<file path="src/rtl/frog_game_ctrl.sv">
// frog_game_ctrl: frog position, collision, lives, score and
// difficulty control for the lane-crossing game.
module frog_game_ctrl #(
  parameter int LIVES     = 3,
  parameter int HIT_HOLD  = 1000,
  parameter int START_COL = 7
) (
  input  logic              clk,
  input  logic              reset,
  input  logic              btn_up,
  input  logic              btn_down,
  input  logic              btn_left,
  input  logic              btn_right,
  input  logic [15:0][15:0] occ,
  output logic [3:0]        frog_row,
  output logic [3:0]        frog_col,
  output logic [1:0]        lives,
  output logic [7:0]        score,
  output logic [1:0]        difficulty,
  output logic              hit_flash,
  output logic              game_over
);

  typedef enum logic [1:0] {
    PLAY = 2'd0,
    HIT  = 2'd1,
    WIN  = 2'd2,
    OVER = 2'd3
  } state_t;

  localparam logic [15:0] HOLD_LAST = 16'(HIT_HOLD - 1);
  localparam logic [3:0]  COL0      = 4'(START_COL);
  localparam logic [1:0]  LIVES0    = 2'(LIVES);

  state_t      state_q, state_d;
  logic [3:0]  row_q, row_d;
  logic [3:0]  col_q, col_d;
  logic [1:0]  lives_q, lives_d;
  logic [7:0]  score_q, score_d;
  logic [1:0]  diff_q, diff_d;
  logic [15:0] cnt_q, cnt_d;
  logic [3:0]  hist_q, hist_d;
  logic        hit_q, hit_d;
  logic        over_q, over_d;

  logic [3:0] btn;
  logic [3:0] press;
  logic       mv_up, mv_dn, mv_lt, mv_rt;
  logic       car;

  assign btn   = {btn_right, btn_left, btn_down, btn_up};
  assign press = btn & ~hist_q;
  assign car   = occ[row_q][col_q];

  // One move per cycle: up beats down beats left beats right.
  assign mv_up = press[0];
  assign mv_dn = press[1] & ~press[0];
  assign mv_lt = press[2] & ~press[1] & ~press[0];
  assign mv_rt = press[3] & ~press[2] & ~press[1] & ~press[0];

  // Next-state, position, lives, score and flag computation.
  always_comb begin
    state_d = state_q;
    row_d   = row_q;
    col_d   = col_q;
    lives_d = lives_q;
    score_d = score_q;
    diff_d  = diff_q;
    cnt_d   = cnt_q;
    hist_d  = btn;
    unique case (state_q)
      PLAY: begin
        if (car) begin
          state_d = HIT;
          cnt_d   = '0;
          if (lives_q != 2'd0) lives_d = lives_q - 2'd1;
        end else if (row_q == 4'd15) begin
          state_d = WIN;
        end else begin
          unique case (1'b1)
            mv_up: if (row_q != 4'd15) row_d = row_q + 4'd1;
            mv_dn: if (row_q != 4'd0)  row_d = row_q - 4'd1;
            mv_lt: if (col_q != 4'd15) col_d = col_q + 4'd1;
            mv_rt: if (col_q != 4'd0)  col_d = col_q - 4'd1;
            default: ;
          endcase
        end
      end
      HIT: begin
        if (lives_q == 2'd0) begin
          state_d = OVER;
        end else if (cnt_q == HOLD_LAST) begin
          state_d = PLAY;
          cnt_d   = '0;
          row_d   = '0;
          col_d   = COL0;
        end else begin
          cnt_d = cnt_q + 16'd1;
        end
      end
      WIN: begin
        state_d = PLAY;
        row_d   = '0;
        col_d   = COL0;
        if (score_q != 8'd255) score_d = score_q + 8'd1;
        if (diff_q != 2'd3)    diff_d  = diff_q + 2'd1;
      end
      OVER: begin
        lives_d = '0;
      end
    endcase
    hit_d  = (state_d == HIT);
    over_d = (state_d == OVER);
  end

  // State and datapath registers; reset wins over everything.
  always_ff @(posedge clk) begin
    if (reset) begin
      state_q <= PLAY;
      row_q   <= '0;
      col_q   <= COL0;
      lives_q <= LIVES0;
      score_q <= '0;
      diff_q  <= '0;
      cnt_q   <= '0;
      hist_q  <= btn;
      hit_q   <= 1'b0;
      over_q  <= 1'b0;
    end else begin
      state_q <= state_d;
      row_q   <= row_d;
      col_q   <= col_d;
      lives_q <= lives_d;
      score_q <= score_d;
      diff_q  <= diff_d;
      cnt_q   <= cnt_d;
      hist_q  <= hist_d;
      hit_q   <= hit_d;
      over_q  <= over_d;
    end
  end

  assign frog_row   = row_q;
  assign frog_col   = col_q;
  assign lives      = lives_q;
  assign score      = score_q;
  assign difficulty = diff_q;
  assign hit_flash  = hit_q;
  assign game_over  = over_q;

endmodule

</file>
<file path="config.mk">
export PLATFORM = sky130hd
export DESIGN_NAME = frog_game_ctrl
export DESIGN_NICKNAME = d
export VERILOG_FILES = /design/src/rtl/frog_game_ctrl.sv
export SDC_FILE = /design/constraint.sdc
export NUM_CORES = 1
export LEC_CHECK = 0
export BUFFER_PORTS_ARGS = -buffer_cell sky130_fd_sc_hd__clkbuf_2
export CAP_MARGIN = 20
export CORE_MARGIN = 1
export CORE_UTILIZATION = 30
export CTS_CLUSTER_DIAMETER = 150
export DETAILED_ROUTE_END_ITERATION = 16
export PLACE_DENSITY = 0.67
export SYNTH_ARGS = -nofsm -noshare
export SYNTH_HDL_FRONTEND = slang
export SYNTH_SLANG_ARGS = --single-unit
</file>
<file path="constraint.sdc">
create_clock -name clk -period 5.5 [get_ports clk]
set_input_delay 1.1 -clock clk [delete_from_list [all_inputs] [get_ports clk]]
set_output_delay 1.1 -clock clk [all_outputs]
set_load 0.1 [all_outputs]
</file>
==> impl_results.rst, run 1 <==
.. list-table::
   :header-rows: 1

   * - Metric
     - Value
   * - Largest net degree at the start of global routing
     - 64
   * - P per Cell Area
     - 369 nW/µm²
   * - Post-layout nets
     - 1008
   * - Endpoint kind of the worst setup timing path
     - register
   * - Core area
     - 15300 µm²
   * - Clock net sink count
     - 44
   * - Slew at the pin closest to its max-slew limit
     - 0.969 ns
   * - PortBufs
     - 283
   * - Primary flip-flop cell chosen by synthesis mapping
     - sky130_fd_sc_hd__dfxtp_1
   * - Worst setup path class
     - reg -> reg
   * - Slew Limit Headroom
     - 35.4%
   * - Crit path arrival time
     - 4.13 ns
   * - Power Total
     - 2360 µW
   * - Cell internal power dissipation
     - 1230 µW
   * - Routed length per placed instance
     - 19.3 µm
   * - Worst setup slack for register-to-register paths
     - 1.54 ns
   * - Starting density of the core
     - 30.9%
   * - Iteration-0 DRC Markers
     - 458
   * - Number of buffers created by CTS
     - 5
   * - Yosys cell types
     - 69
   * - RR Endpoint
     - cnt_q[0]$_SDFFE_PP0P_
   * - Clock Pin Slew Worst Setup and Hold Paths
     - 0.07 ns
   * - Grt ovf
     - 0
   * - Fraction of the yosys area taken by sequential cells
     - 18.7%
   * - Sequential power share
     - 23.6%
   * - Final slew viol count
     - 0
   * - Cells taking the most area after synthesis
     - sky130_fd_sc_hd__mux4_2 27%, sky130_fd_sc_hd__dfxtp_1 19%, sky130_fd_sc_hd__mux2i_1 5.5%
   * - R2R Path Start
     - frog_row[0]$_SDFFE_PP0P_
   * - Final period demand of the worst path
     - 3.96 ns
   * - Status
     - finished clean
   * - Worst Setup Start Kind
     - register
   * - Post-cts hold buffer count
     - 0
   * - Setup TNS
     - 0 ns
   * - Core Rows
     - 45
   * - Drt pass-1 iters
     - 7
   * - Clock Tree Root
     - sky130_fd_sc_hd__clkbuf_16
   * - Routed met1 length
     - 7950 µm
   * - Clk_lat worst skew
     - 0.28 ns
   * - Max-cap violations
     - 0
   * - Die Width
     - 127 µm
   * - Highest routing layer actually used
     - met5
   * - Total standard cell area after synthesis
     - 4710 µm²
   * - Antenna violations before repair
     - 3
   * - Maximum clock rate
     - 252 MHz
   * - Share of the synthesized area in the top cell type
     - 27.2%
   * - Buffers from clock root to sink, at most
     - 2
   * - Share of power burned in the clock network
     - 13.8%
   * - P_leak
     - 0.00277 µW
   * - Number of global-route vias before repair
     - 5220
   * - Syn_area_per_cell
     - 9.88 µm²
   * - Unrepaired setup endpoints after global routing
     - false
   * - Total number of vias
     - 5204
   * - Count of unresolved DRC violations after routing
     - 0
   * - Final worst path period share
     - 72.1%
   * - Required @ worst endpoint
     - 5.67 ns
   * - Wire length of the first global-routing pass
     - 28400 µm
   * - Number of H-tree levels
     - 2
   * - Clock tree skew after final layout
     - 0.00557 ns
   * - Number of endpoints with negative hold slack in the final report
     - 0
   * - Asr flop ratio synth
     - 0%
   * - Die height
     - 127 µm
   * - Source of the worst hold timing path
     - cnt_q[15]$_SDFFE_PP0P_
   * - Cell type with the highest aggregate area in the netlist
     - sky130_fd_sc_hd__mux4_2
   * - Worst R2R Path Depth
     - 9
   * - CTS tree
     - done
   * - Hold Path Cell Cnt
     - 2
   * - Top fanout value on the critical path
     - 49
   * - Area overhead of the layout relative to synthesis
     - 35.5%
   * - GRT Resource Usage Total
     - 22.8%
   * - Total length of routed wires
     - 18300 µm
   * - Post-DRT Antenna Nets
     - 0
   * - Hold crit path type
     - reg -> reg
   * - Weighted congestion at the end of routability-driven global placement
     - 0.823
   * - EDFF count, synth
     - 0
   * - Syn Nets
     - 753
   * - Half-perimeter wire length after placement
     - 15100 µm
   * - Number of buffers inserted to repair setup after CTS
     - 0
   * - Net switching share of the total power
     - 48.0%
   * - Met2 wire length
     - 8510 µm
   * - WL met3
     - 1570 µm
   * - Proportion of layout cells with a drive suffix above 1
     - 50.5%
   * - Area of the die
     - 16200 µm²
   * - Number of top-level design ports
     - 284
   * - Post-cts repair resize count
     - 0
   * - Proportion of power drawn by combinational gates
     - 62.6%
   * - Worst IR drop on VDD
     - 0.171 mV
   * - Final setup violation count
     - 0
   * - Yosys warnings
     - 0
   * - Commonest cells post-synth
     - 57 x sky130_fd_sc_hd__mux4_2, 44 x sky130_fd_sc_hd__dfxtp_1, 35 x sky130_fd_sc_hd__nor2_1
   * - Number of standard cells after synthesis
     - 477
   * - Net switching power
     - 1130 µW
   * - Terminating pin of the worst hold path
     - cnt_q[15]$_SDFFE_PP0P_
   * - Register bit total from synthesis
     - 44
   * - Cell with the most instances after synthesis
     - sky130_fd_sc_hd__mux4_2
   * - Via-per-instance ratio
     - 5.50
-- layout by cell type, fill, tap and decap left out, drive strengths merged, types with 5 or more instances in the layout --
master and instances:
clkbuf 289, mux4 58, dfxtp 44, nor2 35, nand2 34, mux2i 26
nand3 20, a21oi 18, inv 17, a22oi 15, nor3 15, ha 12
nor2b 9, nor4 8, or4 7, and3 6, xor2 6, xnor2 6
o32ai 6, a31oi 5, o21ai 5, a211oi 5, buf 5, mux2 5
o41ai 5
-- metrics by stage --
step                      worst slack (ns)  cell area (µm²)  hold WS, ns  util (%)  cells
after floorplan                       2.08             4710        0.456         -    477
after detailed placement              1.46             6210        0.480      40.7    936
after global routing                  1.19             6380        0.515      41.8    944
final                                 1.54             6380        0.485      41.8    947
after global placement                1.48             6210        0.476      40.7    936
after CTS                             1.50             6380        0.490      41.8    944
-- worst max path at each step --
stage | startpoint | endpoint | slack (ns) | depth (start not counted)
2_1_floorplan | frog_row[0]$_SDFFE_PP0P_ | cnt_q[0]$_SDFFE_PP0P_ | 2.08 | 9
3_3_place_gp | occ[253] | cnt_q[0]$_SDFFE_PP0P_ | 1.48 | 9
3_5_place_dp | occ[253] | cnt_q[0]$_SDFFE_PP0P_ | 1.46 | 9
4_1_cts | frog_row[0]$_SDFFE_PP0P_ | cnt_q[0]$_SDFFE_PP0P_ | 1.50 | 9
5_1_grt | frog_row[0]$_SDFFE_PP0P_ | cnt_q[0]$_SDFFE_PP0P_ | 1.19 | 9
6_report | frog_row[0]$_SDFFE_PP0P_ | cnt_q[0]$_SDFFE_PP0P_ | 1.54 | 9
-- routing by layer --
metal / vias to the layer above / GRT usage (%)
met1: 2505 / 31.2
met2: 247 / 37.1
met3: 20 / 4.86
li1: 2430 / -
met4: 2 / 4.90
met5: - / 0
-- worst max-delay path, stage by stage, from the launching register on --
cell and delay (ns):
sky130_fd_sc_hd__dfxtp_4 0.87, sky130_fd_sc_hd__buf_4 0.47, sky130_fd_sc_hd__mux4_2 0.56, sky130_fd_sc_hd__mux2i_1 0.20, sky130_fd_sc_hd__o221ai_1 0.16, sky130_fd_sc_hd__o21bai_1 0.19
sky130_fd_sc_hd__o221ai_2 0.20, sky130_fd_sc_hd__a21oi_4 0.58, sky130_fd_sc_hd__nor2_1 0.24, sky130_fd_sc_hd__mux2_1 0.36
-- area by class of cell --
cell class	instances	area, µm²
repair buffers	288	1450
clock buffers	6	150
flip-flops and latches	44	890
fillers	1535	8870
well taps	211	264
diodes	3	7.51
multi-input cells	374	3530
clock inverters	2	17.5
inverters	19	71.3
-- power by group through the flow --
| stage | Combinational [µW] | Clock (µW) | Sequential (µW) |
|---|---|---|---|
| detailed placement | 1470 | 0 | 568 |
| finish | 1470 | 325 | 556 |
| floorplan | 1160 | 0 | 574 |
| global route | 1590 | 354 | 581 |
| global placement | 1460 | 0 | 569 |
| CTS | 1480 | 334 | 561 |
-- kinds of logic (layout without fill, tap and decap cells) --
logic type / after synthesis / count (layout) / share of synthesized area, %
simple gates: 154 / 154 / 16.6
compound gates: 105 / 105 / 17.5
mux: 89 / 89 / 34.5
buf+inv: 59 / 315 / 6.40
flops: 44 / 44 / 18.7
fa+ha+maj: 14 / 14 / 4.04
xor+xnor: 12 / 12 / 2.23
other cells: 0 / 3 / 0
-- flip-flops by register name (all words and copies together), names as in the netlist, named ones only --
| name | count |
|---|---|
| frog_row | 4 |
| lives | 2 |
| score | 8 |
| cnt_q | 16 |
| hist_q | 4 |
| difficulty | 2 |
| frog_col | 4 |
| state_q | 1 |
| hit_flash | 1 |
| game_over | 1 |
Note: power is estimated with default switching activity, not from simulation.
==> inputs of run 2 (changes only) <==
--- a/config.mk
+++ b/config.mk
@@ -11,7 +11,7 @@
 export CORE_UTILIZATION = 30
 export CTS_CLUSTER_DIAMETER = 150
 export DETAILED_ROUTE_END_ITERATION = 16
-export PLACE_DENSITY = 0.67
+export PLACE_DENSITY = 0.69
 export SYNTH_ARGS = -nofsm -noshare
 export SYNTH_HDL_FRONTEND = slang
 export SYNTH_SLANG_ARGS = --single-unit
==> constraint.sdc (replaced) <==
create_clock -name clk -period 3.4 [get_ports clk]
set_input_delay 0.68 -clock clk [delete_from_list [all_inputs] [get_ports clk]]
set_output_delay 0.68 -clock clk [all_outputs]
set_load 0.1 [all_outputs]
==> run 2 against run 1 <==
- sequential share of layout area down 0.42 points
- sequential power up 26%
- count of clock-buffer cells in the layout fell by 1
- worst setup slack lost 1.2 ns
- first-iteration DRC count is 6.8% higher
- via count is 2.8% higher
- clock skew rose by 0.0042 ns
- clock power up 74%
- critical endpoint is now frog_row[1]$_SDFFE_PP0P_
- largest power group unchanged
- highest routed layer unchanged
==> impl_results.rst, run 2 (same netlist as run 1, synthesis figures left out) <==
.. list-table::
   :header-rows: 1

   * - Metric
     - Value
   * - Status
     - finished clean
   * - Post-cts hold buffer count
     - 0
   * - Area of the die
     - 16200 µm²
   * - Grt ovf
     - 0
   * - Core area
     - 15300 µm²
   * - RR Endpoint
     - frog_row[1]$_SDFFE_PP0P_
   * - Clock Pin Slew Worst Setup and Hold Paths
     - 0.07 ns
   * - CTS tree
     - done
   * - Antenna violations before repair
     - 5
   * - Worst Setup Start Kind
     - register
   * - Drt pass-1 iters
     - 5
   * - Wire length of the first global-routing pass
     - 29000 µm
   * - Via-per-instance ratio
     - 5.51
   * - Delay of the slowest cell on the worst path
     - 0.59 ns
   * - Iteration-0 DRC Markers
     - 489
   * - Layout fillers
     - 1519
   * - GRT Resource Usage Total
     - 23.7%
   * - Die height
     - 127 µm
   * - Post-cts repair resize count
     - 0
   * - Final period demand of the worst path
     - 3.05 ns
   * - PortBufs
     - 283
   * - Slew Limit Headroom
     - 42.2%
   * - Total number of vias
     - 5348
   * - Clock net sink count
     - 44
   * - Hold crit path type
     - reg -> reg
   * - Number of buffers created by CTS
     - 5
   * - Clock Tree Root
     - sky130_fd_sc_hd__clkbuf_16
   * - Die Width
     - 127 µm
   * - Most congested layer reported by global routing
     - met2
   * - Worst IR drop on VDD
     - 0.335 mV
   * - Max stage delay cell, worst path
     - sky130_fd_sc_hd__mux4_1
   * - Top fanout value on the critical path
     - 14
   * - Proportion of layout cells with a drive suffix above 1
     - 51.9%
   * - Number of buffers inserted to repair setup after CTS
     - 0
   * - Number of H-tree levels
     - 2
   * - Max-cap violations
     - 0
   * - Global Route met3 Usage
     - 6.91%
   * - Total instance count after detailed placement
     - 958
   * - Post-DRT Antenna Nets
     - 0
   * - Worst R2R Path Depth
     - 9
   * - Worst setup path end
     - frog_row[1]$_SDFFE_PP0P_
   * - Worst setup path class
     - reg -> reg
   * - Most common cell after layout, fill and taps aside
     - sky130_fd_sc_hd__clkbuf_2
   * - Worst setup slack for register-to-register paths
     - 0.35 ns
   * - Clock tree skew after final layout
     - 0.00972 ns
   * - Area overhead of the layout relative to synthesis
     - 39.6%
   * - Number of global-route vias before repair
     - 5086
   * - Final slew viol count
     - 0
   * - Largest net degree at the start of global routing
     - 28
   * - R2R Path Start
     - frog_row[0]$_SDFFE_PP0P_
   * - Crit path arrival time
     - 3.22 ns
   * - Core Rows
     - 45
   * - Maximum clock rate
     - 328 MHz
   * - Buffers from clock root to sink, at most
     - 2
   * - Clk_lat worst skew
     - 0.29 ns
   * - Endpoint kind of the worst setup timing path
     - register
   * - Most frequent cells in the layout
     - 283 x sky130_fd_sc_hd__clkbuf_2, 57 x sky130_fd_sc_hd__mux4_2, 41 x sky130_fd_sc_hd__dfxtp_1, 35 x sky130_fd_sc_hd__nor2_1, 34 x sky130_fd_sc_hd__nand2_1
   * - Cell class contributing the biggest share of worst-path delay
     - multiplexers
   * - Cell Count, Final, Fillers Out
     - 970
   * - WP depth
     - 9
   * - Biggest register
     - cnt_q
   * - Chain of cells forming the critical path
     - buf_4, mux4_1, mux4_2, nand2_1, a32oi_1, a32o_2, a21oi_2, nor2_1, o41ai_1
   * - Final worst path period share
     - 89.8%
   * - Routed length per placed instance
     - 19.7 µm
   * - Number of top-level design ports
     - 284
   * - Met1 layer usage reported by global route
     - 32.9%
   * - Total buffers and inverters traversed by the critical path
     - 1
   * - Count of unresolved DRC violations after routing
     - 0
   * - Setup TNS
     - 0 ns
   * - Starting density of the core
     - 30.9%
   * - GR met2 Demand/Resource
     - 36.7%
   * - Number of endpoints with negative hold slack in the final report
     - 0
   * - Unrepaired setup endpoints after global routing
     - false
   * - Slew at the pin closest to its max-slew limit
     - 0.860 ns
   * - Total length of routed wires
     - 19100 µm
   * - Critical Path Source
     - frog_row[0]$_SDFFE_PP0P_
   * - Half-perimeter wire length after placement
     - 16300 µm
   * - Post-layout nets
     - 1030
   * - P per Cell Area
     - 609 nW/µm²
   * - Weighted congestion at the end of routability-driven global placement
     - 0.861
   * - P_leak
     - 0.00289 µW
   * - Final setup violation count
     - 0
   * - Required @ worst endpoint
     - 3.57 ns
   * - Max reg flops
     - 16
run 2: cell count changes in the layout (fill, tap and decap cells not counted):
cell                         delta
sky130_fd_sc_hd__buf_4         +20
sky130_fd_sc_hd__buf_12         +2
sky130_fd_sc_hd__clkinv_4       -2
sky130_fd_sc_hd__bufinv_16      +1
sky130_fd_sc_hd__clkbuf_16      -1
sky130_fd_sc_hd__clkinvlp_4     +1
sky130_fd_sc_hd__diode_2        +1
sky130_fd_sc_hd__inv_6          +1
run 2: layout make-up:
cell class | count | area, µm² | share of cell area (%)
Antenna cell | 4 | 10.0 | 0.152
Clock buffer | 5 | 125 | 1.90
Timing Repair Buffer | 310 | 1640 | 25.0
Multi-Input combinational cell | 374 | 3530 | 53.6
Clock inverter | 3 | 46.3 | 0.704
Inverter | 19 | 71.3 | 1.08
Tap cell | 211 | 264 | 4.01
Sequential cell | 44 | 890 | 13.5
run 2: where the power goes:
part           internal [µW]  switching (µW)
Clock                    349             215
Combinational           1200            1540
Sequential               579             121
run 2: worst min-delay path, delay by kind of cell, from the launching register on:
kind	cells	cell delay, ns
compound gates	2	0.13
flops	1	0.32
run 2: worst min-delay path by stage:
stage / endpoint / from / cells after the start / slack, ns
global route: hist_q[3]$_DFF_P_ / btn_right / 1 / 0.50
global placement: cnt_q[9]$_SDFFE_PP0P_ / cnt_q[9]$_SDFFE_PP0P_ / 2 / 0.48
finish: difficulty[1]$_SDFFE_PP0P_ / difficulty[1]$_SDFFE_PP0P_ / 2 / 0.50
floorplan: cnt_q[15]$_SDFFE_PP0P_ / cnt_q[15]$_SDFFE_PP0P_ / 2 / 0.46
detailed placement: cnt_q[15]$_SDFFE_PP0P_ / cnt_q[15]$_SDFFE_PP0P_ / 2 / 0.49
CTS: cnt_q[1]$_SDFFE_PP0P_ / cnt_q[1]$_SDFFE_PP0P_ / 2 / 0.50
run 2: layer usage:
layer / part of all wire [%] / vias up
met5: 0.047 / -
met4: 1.9 / 2
met3: 10 / 34
met2: 45 / 320
met1: 43 / 2506
li1: - / 2486
run 2: per-stage QoR:
stage	worst slack [ns]	power [µW]	hold WS (ns)	cell area (µm²)	utilization, %
after floorplan	0.0134	2800	0.456	4710	-
after global placement	0.345	3400	0.483	6400	41.9
after detailed placement	0.335	3430	0.488	6400	41.9
after CTS	0.348	4000	0.498	6570	43.1
after global routing	0.162	4260	0.504	6570	43.1
final	0.348	4000	0.497	6580	43.1
==> inputs of run 3 (changes only) <==
--- a/config.mk
+++ b/config.mk
@@ -11,7 +11,7 @@
 export CORE_UTILIZATION = 30
 export CTS_CLUSTER_DIAMETER = 150
 export DETAILED_ROUTE_END_ITERATION = 16
-export PLACE_DENSITY = 0.69
+export PLACE_DENSITY = 0.67
 export SYNTH_ARGS = -nofsm -noshare
 export SYNTH_HDL_FRONTEND = slang
 export SYNTH_SLANG_ARGS = --single-unit
==> constraint.sdc (replaced) <==
create_clock -name clk -period 3.12 [get_ports clk]
set_input_delay 0.624 -clock clk [delete_from_list [all_inputs] [get_ports clk]]
set_output_delay 0.624 -clock clk [all_outputs]
set_load 0.1 [all_outputs]
==> run 3 against run 2 <==
- clock power is 9.9% higher
- routed wire length up 2.7%
- highest routed layer unchanged
- count of clock-buffer cells in the layout unchanged
- final cell count rose by 0.31%
- register-to-register slack lost 0.22 ns
- largest cell class unchanged
- worst setup slack worse by 0.22 ns
- sequential share of layout area fell by 0.25 points
- critical path depth is the same
- non-clock buffer count rose by 3
==> impl_results.rst, run 3 (same netlist as run 1, synthesis figures left out) <==
.. list-table::
   :header-rows: 1

   * - Metric
     - Value
   * - Total buffers and inverters traversed by the critical path
     - 1
   * - Via-per-instance ratio
     - 5.58
   * - Hold slack
     - 0.449 ns
   * - Number of H-tree levels
     - 2
   * - Clk_lat worst skew
     - 0.29 ns
   * - Slew at the pin closest to its max-slew limit
     - 0.779 ns
   * - Crit path arrival time
     - 3.17 ns
   * - Antenna violations before repair
     - 5
   * - GRT Resource Usage Total
     - 23.5%
   * - Worst R2R Path Depth
     - 9
   * - Final worst path period share
     - 95.9%
   * - Worst IR drop on VDD
     - 0.349 mV
   * - Slew Limit Headroom
     - 48.0%
   * - Biggest register
     - cnt_q
   * - P per Cell Area
     - 680 nW/µm²
   * - Area of the die
     - 16200 µm²
   * - RR Endpoint
     - cnt_q[0]$_SDFFE_PP0P_
   * - Grt ovf
     - 0
   * - Maximum clock rate
     - 334 MHz
   * - Worst setup path class
     - reg -> reg
   * - Cell class contributing the biggest share of worst-path delay
     - multiplexers
   * - PortBufs
     - 283
   * - Post-layout nets
     - 1033
   * - Cell Count, Final, Fillers Out
     - 973
   * - Number of buffers created by CTS
     - 5
   * - Buffers from clock root to sink, at most
     - 2
   * - Final setup violation count
     - 0
   * - Die Width
     - 127 µm
   * - Worst Setup Start Kind
     - register
   * - Final slew viol count
     - 0
   * - Cell area after placement
     - 6440 µm²
   * - Clock Tree Root
     - sky130_fd_sc_hd__clkbuf_16
   * - Core Rows
     - 45
   * - Max reg flops
     - 16
   * - Clock tree skew after final layout
     - 0.00891 ns
   * - Drt pass-1 iters
     - 5
   * - Proportion of layout cells with a drive suffix above 1
     - 52.2%
   * - Max-cap violations
     - 0
   * - Iteration-0 DRC Markers
     - 389
   * - Die height
     - 127 µm
   * - Hold crit path type
     - in -> reg
   * - Core area
     - 15300 µm²
   * - Routed length per placed instance
     - 20.2 µm
   * - Clock Pin Slew Worst Setup and Hold Paths
     - 0.07 ns
   * - Chain of cells forming the critical path
     - buf_12, mux4_1, mux4_2, nand2_1, a32oi_1, a32o_2, a21oi_4, nor2_1, mux2_1
   * - Half-perimeter wire length after placement
     - 16200 µm
   * - Power Total
     - 4560 µW
   * - Worst setup slack for register-to-register paths
     - 0.13 ns
   * - Max stage delay cell, worst path
     - sky130_fd_sc_hd__mux4_1
   * - Endpoint kind of the worst setup timing path
     - register
   * - Delay of the slowest cell on the worst path
     - 0.56 ns
   * - Area overhead of the layout relative to synthesis
     - 42.3%
   * - PnR worst setup slack
     - 0.129 ns
   * - Post-cts hold buffer count
     - 0
   * - P_leak
     - 0.00294 µW
   * - Number of global-route vias before repair
     - 5237
   * - CTS tree
     - done
   * - Total length of routed wires
     - 19600 µm
   * - Number of endpoints with negative hold slack in the final report
     - 0
   * - Starting density of the core
     - 30.9%
   * - Final std cell area, no fill
     - 6700 µm²
   * - Final period demand of the worst path
     - 2.99 ns
   * - Weighted congestion at the end of routability-driven global placement
     - 0.892
   * - Top fanout value on the critical path
     - 10
   * - WP depth
     - 9
   * - Count of unresolved DRC violations after routing
     - 0
   * - Dpl ws
     - -0.0169 ns
   * - Largest net degree at the start of global routing
     - 48
   * - Total instance count after detailed placement
     - 958
   * - Status
     - finished clean
   * - Total number of vias
     - 5433
   * - Area used by multi-input combinational logic
     - 3540 µm²
   * - Layout fillers
     - 1542
   * - R2R Path Start
     - frog_row[0]$_SDFFE_PP0P_
   * - Unrepaired setup endpoints after global routing
     - false
   * - Required @ worst endpoint
     - 3.30 ns
   * - Most frequent cells in the layout
     - 283 x sky130_fd_sc_hd__clkbuf_2, 57 x sky130_fd_sc_hd__mux4_2, 41 x sky130_fd_sc_hd__dfxtp_1, 35 x sky130_fd_sc_hd__nor2_1, 34 x sky130_fd_sc_hd__nand2_1
   * - Clock net sink count
     - 44
   * - Worst setup path end
     - cnt_q[0]$_SDFFE_PP0P_
   * - Wire length of the first global-routing pass
     - 29100 µm
   * - Critical Path Source
     - frog_row[0]$_SDFFE_PP0P_
   * - Number of top-level design ports
     - 284
   * - Post-DRT Antenna Nets
     - 0
   * - Most common cell after layout, fill and taps aside
     - sky130_fd_sc_hd__clkbuf_2
   * - Combined flip-flop and latch cell area
     - 890 µm²
[run 3: layout make-up]
cell class | count | share of cell area, %
diodes | 4 | 0.149
clock buffers | 5 | 1.87
clock inverters | 3 | 0.672
inverters | 19 | 1.06
multi-input cells | 374 | 52.8
flip-flops and latches | 44 | 13.3
well taps | 211 | 3.94
repair buffers | 313 | 26.2
[run 3: metal layers]
layer  global-route usage, %  vias to the layer above  wire, µm
met5                       0                        -        23
met4                    4.97                        4       367
met3                    6.20                       28      2100
met2                    37.8                      303      9070
met1                    31.6                     2620      8060
li1                        -                     2478         -
[run 3: worst min path at each step]
stage,end,slack [ns],startpoint,depth (start not counted)
2_1_floorplan,cnt_q[15]$_SDFFE_PP0P_,0.46,cnt_q[15]$_SDFFE_PP0P_,2
3_3_place_gp,cnt_q[9]$_SDFFE_PP0P_,0.48,cnt_q[9]$_SDFFE_PP0P_,2
3_5_place_dp,cnt_q[9]$_SDFFE_PP0P_,0.49,cnt_q[9]$_SDFFE_PP0P_,2
4_1_cts,hist_q[3]$_DFF_P_,0.44,btn_right,1
5_1_grt,hist_q[3]$_DFF_P_,0.45,btn_right,1
6_report,hist_q[3]$_DFF_P_,0.45,btn_right,1
[run 3: metrics by stage]
step	setup TNS (ns)	util, %
2_1_floorplan	0	-
3_3_place_gp	0	42.2
3_5_place_dp	-0.0280	42.2
4_1_cts	0	43.3
5_1_grt	0	43.9
6_report	0	43.9
[run 3: where the power goes]
group	leakage [µW]	total [µW]	switching, µW	internal (µW)
clock network	0.0000848	620	238	381
registers	0.000360	761	129	632
logic	0.00249	3180	1740	1440
total	0.00294	4560	2110	2450
[run 3: what timing repair did]
action,in CTS,in global routing
setup buffers,0,1
endpoints found under the setup margin,0,21
gates resized for setup,0,6
